File: config.mk
export PLATFORM = sky130hd
export DESIGN_NAME = load_store_unit
export DESIGN_NICKNAME = d
export VERILOG_FILES = /design/src/rtl/load_store_unit.sv
export SDC_FILE = /design/constraint.sdc
export NUM_CORES = 1
export LEC_CHECK = 0
export ABC_AREA = 1
export CORE_MARGIN = 2
export CORE_UTILIZATION = 35
export CTS_CLUSTER_SIZE = 20
export DETAILED_ROUTE_END_ITERATION = 10
export PLACE_DENSITY = 0.66
export REMOVE_ABC_BUFFERS = 1
export SLEW_MARGIN = 20
export SYNTH_ARGS = -nofsm -noshare
export SYNTH_HDL_FRONTEND = slang
export SYNTH_SLANG_ARGS = --single-unit
File: constraint.sdc
create_clock -name clk -period 6.5 [get_ports clk]
set_input_delay 0.975 -clock clk [delete_from_list [all_inputs] [get_ports clk]]
set_output_delay 0.975 -clock clk [all_outputs]
set_load 0.02 [all_outputs]
File: src/rtl/load_store_unit.sv
// load_store_unit: turns byte/half/word load and store requests into
// word-aligned accesses on a combinational-read, edge-write data memory.
// Sub-word stores are done as read-modify-write. Loads are lane-extracted
// and sign/zero extended. Misaligned or illegal sizes fault without
// touching memory.
module load_store_unit (
  input  logic        clk,
  input  logic        reset,
  input  logic        req,
  input  logic        we,
  input  logic [1:0]  size,
  input  logic        sign_ext,
  input  logic [31:0] addr,
  input  logic [31:0] wdata,
  output logic        busy,
  output logic        done,
  output logic        misalign,
  output logic [31:0] rdata,
  output logic        dm_cs,
  output logic        dm_r,
  output logic        dm_w,
  output logic [31:0] dm_addr,
  output logic [31:0] dm_wdata,
  input  logic [31:0] dm_rdata
);

  typedef enum logic [1:0] {IDLE, RD, WR, DONE} state_t;

  state_t      state, state_nx;
  logic        we_q, sext_q, fault_q;
  logic [1:0]  size_q;
  logic [31:0] addr_q, wdata_q, word_q;
  logic        bad;
  logic [7:0]  byte_sel;
  logic [15:0] half_sel;
  logic [31:0] load_val, merged;

  // Fault decode on the live request: illegal size or misaligned half/word.
  always_comb begin
    bad = (size == 2'b11) ||
          (size == 2'b01 && addr[0]) ||
          (size == 2'b10 && addr[1:0] != 2'b00);
  end

  // Next-state and status/strobe outputs. Strobes are gated by reset so an
  // aborted WR never writes at the reset edge.
  always_comb begin
    state_nx = state;
    case (state)
      IDLE: if (req) begin
        if (bad)                       state_nx = DONE;
        else if (!we || size != 2'b10) state_nx = RD;
        else                           state_nx = WR;
      end
      RD:      state_nx = we_q ? WR : DONE;
      WR:      state_nx = DONE;
      default: state_nx = IDLE;
    endcase
    busy     = (state == RD) || (state == WR);
    done     = (state == DONE);
    misalign = (state == DONE) && fault_q;
    dm_cs    = reset && ((state == RD) || (state == WR));
    dm_r     = reset && (state == RD);
    dm_w     = reset && (state == WR);
    dm_addr  = {addr_q[31:2], 2'b00};
  end

  // Load lane extraction straight from the memory read data during RD.
  always_comb begin
    byte_sel = dm_rdata[{addr_q[1:0], 3'b000} +: 8];
    half_sel = dm_rdata[{addr_q[1], 4'b0000} +: 16];
    case (size_q)
      2'b00:   load_val = {{24{sext_q & byte_sel[7]}}, byte_sel};
      2'b01:   load_val = {{16{sext_q & half_sel[15]}}, half_sel};
      default: load_val = dm_rdata;
    endcase
  end

  // Store merge: replace the addressed lane(s) of the word read in RD.
  always_comb begin
    merged = word_q;
    case (size_q)
      2'b00:   merged[{addr_q[1:0], 3'b000} +: 8]  = wdata_q[7:0];
      2'b01:   merged[{addr_q[1], 4'b0000} +: 16] = wdata_q[15:0];
      default: merged = wdata_q;
    endcase
    dm_wdata = merged;
  end

  // State register, request latch, read-word capture and load result.
  always_ff @(posedge clk) begin
    if (!reset) begin
      state   <= IDLE;
      we_q    <= 1'b0;
      sext_q  <= 1'b0;
      fault_q <= 1'b0;
      size_q  <= 2'b00;
      addr_q  <= '0;
      wdata_q <= '0;
      word_q  <= '0;
      rdata   <= '0;
    end else begin
      state <= state_nx;
      if (state == IDLE && req) begin
        we_q    <= we;
        sext_q  <= sign_ext;
        size_q  <= size;
        addr_q  <= addr;
        wdata_q <= wdata;
        fault_q <= bad;
      end
      if (state == RD) begin
        word_q <= dm_rdata;
        if (!we_q) rdata <= load_val;
      end
    end
  end

endmodule

Yosys cells after proc, flatten, opt, wreduce, memory -nomap -nowiden
Cells that the tools add are included.
{"block": "word_totals", "out_inout_bits": 102, "regBits": 135, "inputBits": 103}
{"block": "op_classes", "reduce_logical": 16, "muxes": 9, "addsub": 2, "n_shift": 6, "bitwise_logic": 3, "n_eq_ne": 9}
{"operator": "$pmux 32 s2", "count": 2}
{"operator": "$bwmux 32", "count": 2}
{"operator": "$shift 16x7->32 const A", "count": 1}
{"operator": "$shift 8x7->32 const A", "count": 1}
{"operator": "$shiftx 16x7->32", "count": 1}
{"operator": "$shiftx 32x6->16", "count": 1}
{"operator": "$shiftx 32x6->8", "count": 1}
{"operator": "$shiftx 8x7->32", "count": 1}
{"operator": "$neg 5->7", "count": 2}
{"operator": "$eq 2x2->1 const B", "count": 4}
{"operator": "$logic_and 1x1->1", "count": 7}
{"operator": "$eq 2x1->1 const B", "count": 3}
{"operator": "$mux 2", "count": 3}
{"operator": "$pmux 2 s3", "count": 1}
{"operator": "$logic_not 2->1", "count": 2}
{"operator": "$logic_or 1x1->1", "count": 4}
{"operator": "$ne 2x2->1 const B", "count": 2}
{"operator": "$and 1x1->1", "count": 2}
{"operator": "$reduce_and 2->1", "count": 1}
{"operator": "$reduce_bool 2->1", "count": 1}
{"operator": "$logic_not 1->1", "count": 1}
{"operator": "$mux 1", "count": 1}
{"operator": "$not 1->1", "count": 1}

Longest topological paths before layout
{"block": "logic_depth", "word_depth": 7, "depth_mapped": 10}

Worst setup path before layout
OpenSTA, ideal clock, no wires.
{"block": "synth_timing", "path_kind": "register to output", "from": "register addr_q[1]", "to": "output port dm_wdata[26]", "path_stages_with_launch": 11, "path_buffers": 3, "arrival_time_ns": 1.990, "t_required_ns": 5.525, "slack_ns": 3.535, "path_cell_list": "dfxtp_1 inv_1 buf_2 clkbuf_1 ha_1 clkinv_1 clkbuf_1 nand3_1 o22ai_1 nand2_1 o2111ai_1"}
{"block": "synth_via", "elab_chain_cells": 4}
{"element": "start, declared", "line_no": "32", "source": "logic [31:0] addr_q, wdata_q, word_q;"}
{"element": "start signal, assigned", "line_no": "108", "source": "addr_q <= addr;"}
{"element": "$neg 5->7, on equally long branches", "line_no": "84, 83"}
{"element": "$shiftx 16x7->32, or another cell as far along", "line_no": "84", "source": "2'b01: merged[{addr_q[1], 4'b0000} +: 16] = wdata_q[15:0];"}
{"element": "$bwmux 32, on equally long branches", "line_no": "84, 83"}
{"element": "$pmux 32 s2 (*)", "line_no": "82", "source": "case (size_q)"}
{"element": "end, declared", "line_no": "23", "source": "output logic [31:0] dm_wdata,"}
Mark *: on every way between the ends. The rest lies on a longest branch, timed or not.

Final worst setup path
{"block": "layout_timing", "from": "register addr_q[1]", "to": "output port dm_wdata[6]"}
The elaborated chain is that of the path after synthesis.

==> flow_summary.json <==
{
  "status": "finished clean",
  "met1_length_um": 9578,
  "multi_input_area_sq_mm": 0.003183,
  "ys_seq_area_share_pct": 40.56,
  "dpl.hpwl_um": 14860,
  "required_ns": 5.52,
  "ant_nets": 0,
  "fin_crit_sh_pct": 65.42,
  "yosys.area.top_type": "dfxtp_1",
  "grt_pass1_wl_um": 33640,
  "worstSetupStartpointType": "register",
  "drt-total-wl_um": 21410,
  "synth_top_area_share_pct": 40.56,
  "drc": 0,
  "io_buffers": 202,
  "wl_met3_um": 1714,
  "r2r-start": "state[1]$_SDFFE_PN0P_",
  "drv_cap": 0,
  "mostFrequentLayoutCells": "clkdlybuf4s50_1 (201), nand2_1 (154), nor2_1 (154)",
  "vias": 6650,
  "synthTopCellsByArea": "dfxtp_1 (41%), o21ai_0 (11%), nand2_1 (8.7%)",
  "die_h_um": 142.0,
  "place_inst": 1294,
  "cts_tree": "done",
  "grt_max_degree": 80,
  "highest-signal-layer": "met4",
  "rrSetupSlack_ns": 3.87,
  "gp_congestion": 0.8191,
  "grt.overflow.total": 0,
  "h-tree-depth": 4,
  "cellLeakagePower_nw": 3.639,
  "min-delay-start": "addr_q[5]$_SDFFE_PN0P_",
  "crit_type": "reg2out",
  "drive_gt1_share_pct": 6.685,
  "fin_crit_ns": 4.252,
  "route.met2.wl_um": 9869,
  "worst_r2r_path_depth": 9,
  "p_per_area_mw_per_mm2": 462.6,
  "finClkSkew_ns": 0.008978,
  "coreArea_sq_mm": 0.01871,
  "drtIter0Drc": 554,
  "r2r_end": "rdata[4]$_SDFFE_PN0P_",
  "rows": 50,
  "postCtsSetupBuffers": 0,
  "ys_types": 33,
  "layout_commonest_cell": "clkdlybuf4s50_1",
  "root_buffer": "clkbuf_16",
  "slew_headroom_pct": 39.16,
  "start_util_pct": 35.62,
  "cts.sinks": 135,
  "synth_seq_cells": 135,
  "drtPass1Iterations": 4,
  "die_area_sq_mm": 0.02016,
  "hold_viol_final": 0,
  "vias_per_cell": 5.011,
  "grt_pass1_vias": 6287,
  "critical_path_arrival_ns": 3.28,
  "fillers": 1929,
  "clkTransAtPathRegs_ns": 0.06,
  "worst_skew_pair.late_latency_ns": 0.42,
  "hold_end": "addr_q[5]$_SDFFE_PN0P_",
  "slew_viol_final": 0,
  "ios": 205,
  "critPathMaxFanout": 23,
  "cp-end-kind": "primary output",
  "syn_to_final_growth_pct": 36.98,
  "wire_per_inst_um": 16.14,
  "hp-class": "reg2reg",
  "yosysWarnings": 0,
  "ctsHoldBuffers": 0,
  "min_path_cells": 2,
  "register_area_sq_mm": 0.002706,
  "rsz0062_at_grt": "no",
  "syn-instance-count": 945,
  "cts.path.max_buffers": 2,
  "max_freq_mhz": 235.2,
  "netlist_area_sq_mm": 0.006663,
  "fp.dieW_um": 142.0,
  "fin_setup_tns_ns": 0,
  "tightest_slew_ns": 0.9104,
  "syn_area_per_cell_sq_um": 7.050,
  "fin_nets": 1191,
  "fin_cells": 1327,
  "peakVddDrop_uv": 310.9,
  "grt_usage_pct": 21.33,
  "cts_buffers": 17,
  "antenna_found_initial": 1,
  "setup_viol": 0,
  "cts-resized-gates": 0
}
## layer usage
layer,GRT usage (%),vias to the layer above
met5,0,-
met4,5.421,0
met3,6.629,16
met2,34.64,240
met1,27.64,3027
li1,-,3367
## critical path: stages, from the launching register on
cell,delay [ns]
dfxtp_1,0.31
inv_1,0.49
ha_1,0.27
clkinv_1,0.38
nor4_4,0.56
o21ai_0,0.16
nand2_1,0.08
clkdlybuf4s50_1,0.61
## power by group
group / internal [W] / leakage [nW] / switching (W)
Sequential: 0.00109 / 1.11 / 0.000201
Clock: 0.000629 / 0.310 / 0.000397
Combinational: 0.000749 / 2.22 / 0.00115
Total: 0.00247 / 3.64 / 0.00175
## per-stage QoR
stage                     hold WS [ns]  total power [W]  worst slack [ns]  utilization, %  area [sq um]
after floorplan                 0.4490         0.002377             2.971               -          6146
after global placement          0.4614         0.003194             2.812           45.44          8499
after detailed placement        0.4711         0.003214             2.743           45.44          8499
after CTS                       0.4853         0.004248             2.289           48.76          9121
after global routing            0.5050         0.004496             1.992           48.78          9124
final                           0.4805         0.004222             2.248           48.79          9126
## state kept, by name (all words and copies together) (netlist names)
signal / count
fault_q: 1
sext_q: 1
state: 2
addr_q: 32
rdata: 32
size_q: 2
we_q: 1
wdata_q: 32
word_q: 32
## area by class of cell
cell class / instances / share of cell area [%]
Antenna cell: 1 / 0.02742
Clock buffer: 19 / 4.963
Clock inverter: 13 / 1.851
Inverter: 68 / 2.879
Multi-Input combinational cell: 650 / 34.88
Sequential cell: 135 / 29.65
Tap cell: 234 / 3.208
Timing Repair Buffer: 207 / 22.54
## how the worst max path moves through the flow
stage                           startpoint      endpoint  slack (ns)
finish              addr_q[1]$_SDFFE_PN0P_   dm_wdata[6]        2.25
global route        addr_q[1]$_SDFFE_PN0P_   dm_wdata[2]        1.99
CTS                 addr_q[1]$_SDFFE_PN0P_   dm_wdata[6]        2.29
detailed placement  addr_q[1]$_SDFFE_PN0P_   dm_wdata[6]        2.74
global placement    addr_q[1]$_SDFFE_PN0P_   dm_wdata[5]        2.81
floorplan           addr_q[1]$_SDFFE_PN0P_  dm_wdata[10]        2.97
## cell usage after synthesis
cell       number
nand2_4         3
o2111ai_1       8
buf_2          11
o21ai_2         2
buf_4          34
nor2_1        154
dfxtp_1       135
clkinv_1        3
buf_1           2
a41oi_1         1
nor2_8          2
clkbuf_1       42
nor2_4          2
clkinv_4        1
o211ai_1       15
o21ai_1         2
conb_1          1
inv_4           1
nand2_1       155
o21ai_0       146
nand4_1        10
nand2_2         4
nor4_4          1
buf_6           4
ha_1            9
inv_1          59
nand3_1        31
a21oi_1        75
inv_2           4
o22ai_1        16
nand3_4         1
nand3_2         1
a21oi_2        10
## logic make-up (layout without fill, tap and decap cells)
| logic type | after synthesis | in the layout | share of synthesized area, % |
|---|---|---|---|
| buffers and inverters | 161 | 307 | 11.76 |
| and+or+nand+nor | 364 | 364 | 23.23 |
| other | 1 | 3 | 0.05628 |
| adders and majority gates | 9 | 9 | 1.690 |
| AOI/OAI and AO/OA | 275 | 275 | 22.70 |
| DFF | 135 | 135 | 40.56 |
(Power assumes the default switching activity.)
